===== config.mk =====
export PLATFORM = sky130hd
export DESIGN_NAME = serializer
export DESIGN_NICKNAME = d
export VERILOG_FILES = /design/src/rtl/serializer_pkg.sv /design/src/rtl/serializer.sv
export SDC_FILE = /design/constraint.sdc
export NUM_CORES = 1
export LEC_CHECK = 0
export ABC_AREA = 1
export BUFFER_PORTS_ARGS = -buffer_cell sky130_fd_sc_hd__buf_2
export CAP_MARGIN = 20
export CORE_ASPECT_RATIO = 0.7
export CORE_MARGIN = 5
export CORE_UTILIZATION = 54
export DETAILED_ROUTE_END_ITERATION = 8
export GPL_TIMING_DRIVEN = 0
export PLACE_DENSITY = 0.79
export SLEW_MARGIN = 20
export SYNTH_ARGS = -nofsm -noshare
export SYNTH_HDL_FRONTEND = slang
export SYNTH_SLANG_ARGS = --single-unit

===== constraint.sdc =====
create_clock -name clk_i -period 1.39 [get_ports clk_i]
set_input_delay 0.139 -clock clk_i [delete_from_list [all_inputs] [get_ports clk_i]]
set_output_delay 0.139 -clock clk_i [all_outputs]
set_load 0.02 [all_outputs]

===== src/rtl/serializer_pkg.sv =====
// Shared types and width constants for the serial link (serializer and deserializer).
// Latency: n/a (package only).
// Backpressure: n/a (package only).
package serializer_pkg;

    // Default parallel word width; the deserializer uses the same constant.
    localparam int SER_W     = 16;
    localparam int SER_MOD_W = $clog2(SER_W);

    typedef enum logic {
        IDLE = 1'b0,
        SEND = 1'b1
    } state_t;

endpackage : serializer_pkg


===== src/rtl/serializer.sv =====
// Parallel-to-serial shifter: sends the top L bits of a word, MSB first, one bit per cycle.
// Latency: first bit on ser_data_o one cycle after the accepting edge; L cycles per word.
// Backpressure: none on the input; requests arriving while busy_o=1 are dropped.
//
// Ports:
//   clk_i           clock, rising edge
//   srst_n_i        synchronous active-low reset
//   data_i          parallel word, bit W-1 sent first
//   data_mod_i      number of valid bits counted from bit W-1 (0 means W; 1 and 2 are rejected)
//   data_val_i      request strobe qualifying data_i / data_mod_i
//   ser_data_o      serial bit (0 whenever ser_data_val_o=0)
//   ser_data_val_o  serial bit valid
//   busy_o          word in flight (state==SEND)
module serializer
    import serializer_pkg::*;
#(
    parameter int W     = SER_W,
    parameter int MOD_W = $clog2(W)
) (
    input  logic             clk_i,
    input  logic             srst_n_i,
    input  logic [W-1:0]     data_i,
    input  logic [MOD_W-1:0] data_mod_i,
    input  logic             data_val_i,
    output logic             ser_data_o,
    output logic             ser_data_val_o,
    output logic             busy_o
);

    // One extra counter bit so a full-width length of W does not wrap to 0.
    localparam int              CW       = MOD_W + 1;
    localparam logic [CW-1:0]   FULL_LEN = CW'(W);
    localparam logic [CW-1:0]   ONE      = CW'(1);

    state_t          state;
    state_t          state_nxt;
    logic [W-1:0]    shreg;     // holds the not-yet-sent bits, next bit at [W-1]
    logic [CW-1:0]   cnt;       // bits remaining, including the one on ser_data_o
    logic            len_ok;
    logic [CW-1:0]   eff_len;
    logic            accept;
    logic            advance;
    logic            ser_nxt;
    logic            val_nxt;
    logic            busy_nxt;

    always_comb begin
        len_ok  = (data_mod_i != MOD_W'(1)) && (data_mod_i != MOD_W'(2));
        eff_len = (data_mod_i == '0) ? FULL_LEN : {1'b0, data_mod_i};
    end

    // State register
    always_ff @(posedge clk_i) begin
        if (!srst_n_i) begin
            state <= IDLE;
        end else begin
            state <= state_nxt;
        end
    end

    // Next-state logic
    always_comb begin
        state_nxt = state;
        case (state)
            IDLE: if (data_val_i && len_ok) state_nxt = SEND;
            SEND: if (cnt <= ONE)           state_nxt = IDLE;
            default:                        state_nxt = IDLE;
        endcase
    end

    // Output logic: next values of the registered outputs.
    always_comb begin
        accept   = (state == IDLE) && data_val_i && len_ok;
        advance  = (state == SEND) && (cnt > ONE);
        ser_nxt  = 1'b0;
        val_nxt  = 1'b0;
        busy_nxt = (state_nxt == SEND);
        if (accept) begin
            // First bit goes straight from the input so it appears one cycle after acceptance.
            ser_nxt = data_i[W-1];
            val_nxt = 1'b1;
        end else if (advance) begin
            ser_nxt = shreg[W-1];
            val_nxt = 1'b1;
        end
    end

    // Shift register, down-counter and output registers
    always_ff @(posedge clk_i) begin
        if (!srst_n_i) begin
            shreg          <= '0;
            cnt            <= '0;
            ser_data_o     <= 1'b0;
            ser_data_val_o <= 1'b0;
            busy_o         <= 1'b0;
        end else begin
            if (accept) begin
                shreg <= data_i << 1;
                cnt   <= eff_len;
            end else if (advance) begin
                shreg <= shreg << 1;
                cnt   <= cnt - ONE;
            end else if (state == SEND) begin
                cnt   <= '0;
            end
            ser_data_o     <= ser_nxt;
            ser_data_val_o <= val_nxt;
            busy_o         <= busy_nxt;
        end
    end

endmodule : serializer


==> out/metrics.cfg <==
[run_status]
outcome=completed

[power_and_ir_drop]
share_clk_of_total_power_pct=19.2
internal-power_mw=1.06
sequentialPowerShare_pct=47.1
net-switching-power_mw=0.572
power_density_mw_per_mm2=1020
cellLeakagePower_nw=0.742
pwr-share-comb_pct=33.7
largest_vdd_supply_drop_mv=0.801
sw_frac_of_total_pct=35.1
power.total_mw=1.63

[global_route]
grt_antenna_before_repair=0
first_pass_grt_wire_length_um=5130
grt.total_usage_pct=17.5
grt_start_max_net_pins=14
globalRoute.totalOverflow=0
first_global_vias=1185

[timing]
finalClockSkew_ps=1.47
timing.final.ws_setup_ps=66.2
maxClockFrequency_mhz=755
finalWorstPathRequiredPeriod_ps=1320
tightest_slew_ps=638
grt_setup_unrepaired=true
period_share_pct=95.2
setup_viol=0
slew_violations=0
slew_headroom_pct=57.5
final-hold-violation-count=0

[clock_tree]
cts_tree=yes
cts-htree-levels=1
cts_max_path_buffers=2
numClockSinks=23
numCtsBuffers=3
clkTransAtPathRegs_ps=130
cts_hold_fix_bufs=0
insertion_delay_ps=310
cts_root_buffer=sky130_fd_sc_hd__clkbuf_4

[yosys]
synthDominantCellAreaShare_pct=33.8
post_synth_inst_count=189
synth_cell_types=25
synth-seq-cells=23
synth_commonest_cells=sky130_fd_sc_hd__nand2_1 (63), sky130_fd_sc_hd__nand3_1 (35), sky130_fd_sc_hd__dfxtp_1 (23)
synth-async-reset-ratio_pct=0
post_synth.cell_area_avg_sq_um=7.22
yosysMostFrequentCell=sky130_fd_sc_hd__nand2_1
yosys_warn_count=0
synth_area_sq_mm=0.00136
synthesis.nets=214
yosys-top-cells-area=sky130_fd_sc_hd__dfxtp_1 (34%), sky130_fd_sc_hd__nand2_1 (17%), sky130_fd_sc_hd__nand3_1 (13%), sky130_fd_sc_hd__a21oi_2 (5.1%), sky130_fd_sc_hd__a21oi_1 (4.0%)
ys_seq_area_share_pct=33.8
synth_edf_count=0
synth_top_cell_by_area=sky130_fd_sc_hd__dfxtp_1
primary_ff_master_synth=sky130_fd_sc_hd__dfxtp_1

[worst_setup_path]
timing.critical_path.fanout_max=6
cp_data_required_time_ps=1640
worst_r2r_src=cnt[1]
worst_r2r_endpoint=shreg[4]
worstRegToRegCells=7
cpPeakStageDelay_ps=360
cp.buffers_inverters=2
worst_setup_path_start_kind=register
crit_arrival_ps=1570
crit_path_cell_trace=inv_1, ha_2, nand3_2, nand3_4, buf_4, nand3_1, a21oi_1
critPathKind=register to register
setup.reg_to_reg.worst_slack_ps=70
cp-end-kind=register
cpLargestDelayFamily=flip-flops
worstSetupStartpoint=cnt[1]
critical-path-slowest-cell=sky130_fd_sc_hd__dfxtp_2

[route]
first_iter_violations=82
detail_route.drc_violations=0
totalWireLength_um=3050
wl_met1_um=1510
first_pass_iters=4
met2_wirelength_um=1360
wire_length_on_met3_um=163
final_antenna_net_count=0
highest_layer=met4
post_drt_wl_per_cell_um=11.9
viasPerCell=5.05
detailroute.via_count=1294

[floorplan]
fp.coreArea_sq_mm=0.00244
floorplan.io_pins=26
design.die.area_sq_mm=0.00365
num_rows=15
floorplan.die.width_um=70.1
die_height_um=52.0
floorplan.initialDensity_pct=55.9

[cells_and_area]
ant_diodes=0
fin_util_pct=65.5
fin_nets=248
fin_area_sq_mm=0.00160
post_route_cells_drive_above_1_share_pct=27.9
area_growth_syn_to_layout_pct=17.2

[place]
dp_worst_setup_slack_ps=-54.2
place_congestion=0.816
placement.cell_area_sq_mm=0.00153
numPortBuffers=25
dpl.hpwl_um=2260

[min_path]
hp-class=input port to register
worstHoldStart=data_i[15]
min_path_cells=3
min_delay_worst_endpoint=ser_data_o

[run]
drv_cap=0

[final cells by class]
type	count	area [sq um]
plain buffers	8	88.8
clock buffers	3	22.5
repair buffers	29	155
clock inverters	1	5.00
well taps	34	42.5
fillers	230	842
multi-input cells	144	768
inverters	14	52.6
flip-flops and latches	23	463
[per-layer routing]
| metal | global-route usage, % | up-vias |
|---|---|---|
| met5 | 0 | - |
| met4 | 1.91 | 0 |
| met3 | 5.41 | 2 |
| met2 | 30.3 | 33 |
| met1 | 22.3 | 575 |
| li1 | - | 684 |
[kinds of logic (layout without fill, tap and decap cells)]
logic type,Yosys count,after routing,share of synthesized area (%)
compound gates,24,24,11.0
xor+xnor,2,2,1.28
fa+ha+maj,2,2,1.83
buf+inv,22,55,10.1
flops,23,23,33.8
simple gates,116,116,42.0
[worst max path at each step]
| stage | end | slack (ps) | cells after the start |
|---|---|---|---|
| after floorplan | shreg[10] | 80 | 6 |
| after global routing | shreg[4] | -10 | 6 |
| final | shreg[4] | 70 | 7 |
| after global placement | shreg[10] | -30 | 7 |
| after CTS | shreg[15] | 10 | 7 |
| after detailed placement | shreg[14] | -50 | 7 |
[power by group through the flow]
stage / Combinational, mW / Sequential [mW] / Clock, mW
2_1_floorplan: 0.401 / 0.777 / 0
3_3_place_gp: 0.513 / 0.776 / 0
3_5_place_dp: 0.524 / 0.779 / 0
4_1_cts: 0.539 / 0.765 / 0.327
5_1_grt: 0.610 / 0.776 / 0.357
6_report: 0.549 / 0.768 / 0.313
[worst reg2reg max path: stages, from the launching register on]
cell                      delay, ps
sky130_fd_sc_hd__dfxtp_2        360
sky130_fd_sc_hd__inv_1           70
sky130_fd_sc_hd__ha_2           190
sky130_fd_sc_hd__nand3_2        100
sky130_fd_sc_hd__nand3_4        130
sky130_fd_sc_hd__buf_4          170
sky130_fd_sc_hd__nand3_1         80
sky130_fd_sc_hd__a21oi_1        160
[cells in the final DEF (no fill, tap or decap), types with 2 or more instances in the layout]
master                     count
sky130_fd_sc_hd__a21oi_1      11
sky130_fd_sc_hd__a21oi_2       8
sky130_fd_sc_hd__buf_2        26
sky130_fd_sc_hd__buf_4         4
sky130_fd_sc_hd__buf_6         4
sky130_fd_sc_hd__clkbuf_4      3
sky130_fd_sc_hd__dfxtp_1      21
sky130_fd_sc_hd__dfxtp_2       2
sky130_fd_sc_hd__inv_1        12
sky130_fd_sc_hd__nand2_1      63
sky130_fd_sc_hd__nand2_8       2
sky130_fd_sc_hd__nand3_1      35
sky130_fd_sc_hd__nand3_2       2
sky130_fd_sc_hd__nand3_4       2
sky130_fd_sc_hd__nor2_1        6
sky130_fd_sc_hd__nor2_2        3
sky130_fd_sc_hd__o21ai_0       5
sky130_fd_sc_hd__xor2_1        2
[stage by stage]
stage	instances	TNS [ps]	hold slack (ps)
2_1_floorplan	189	0	237
3_3_place_gp	248	-205	396
3_5_place_dp	248	-398	406
4_1_cts	254	0	57.7
5_1_grt	256	-23.3	61.6
6_report	256	0	64.5
[registers in the layout (all words and copies together) (netlist names)]
register        count
busy_o              1
cnt                 5
shreg              15
ser_data_val_o      1
ser_data_o          1
[what timing repair did]
action                                  CTS  global route
buffers inserted                          2             2
gates resized for setup                   2             2
endpoints found under the setup margin   11            21
pin swaps                                 2             2
No activity file was read; power rests on OpenSTA's default activity.
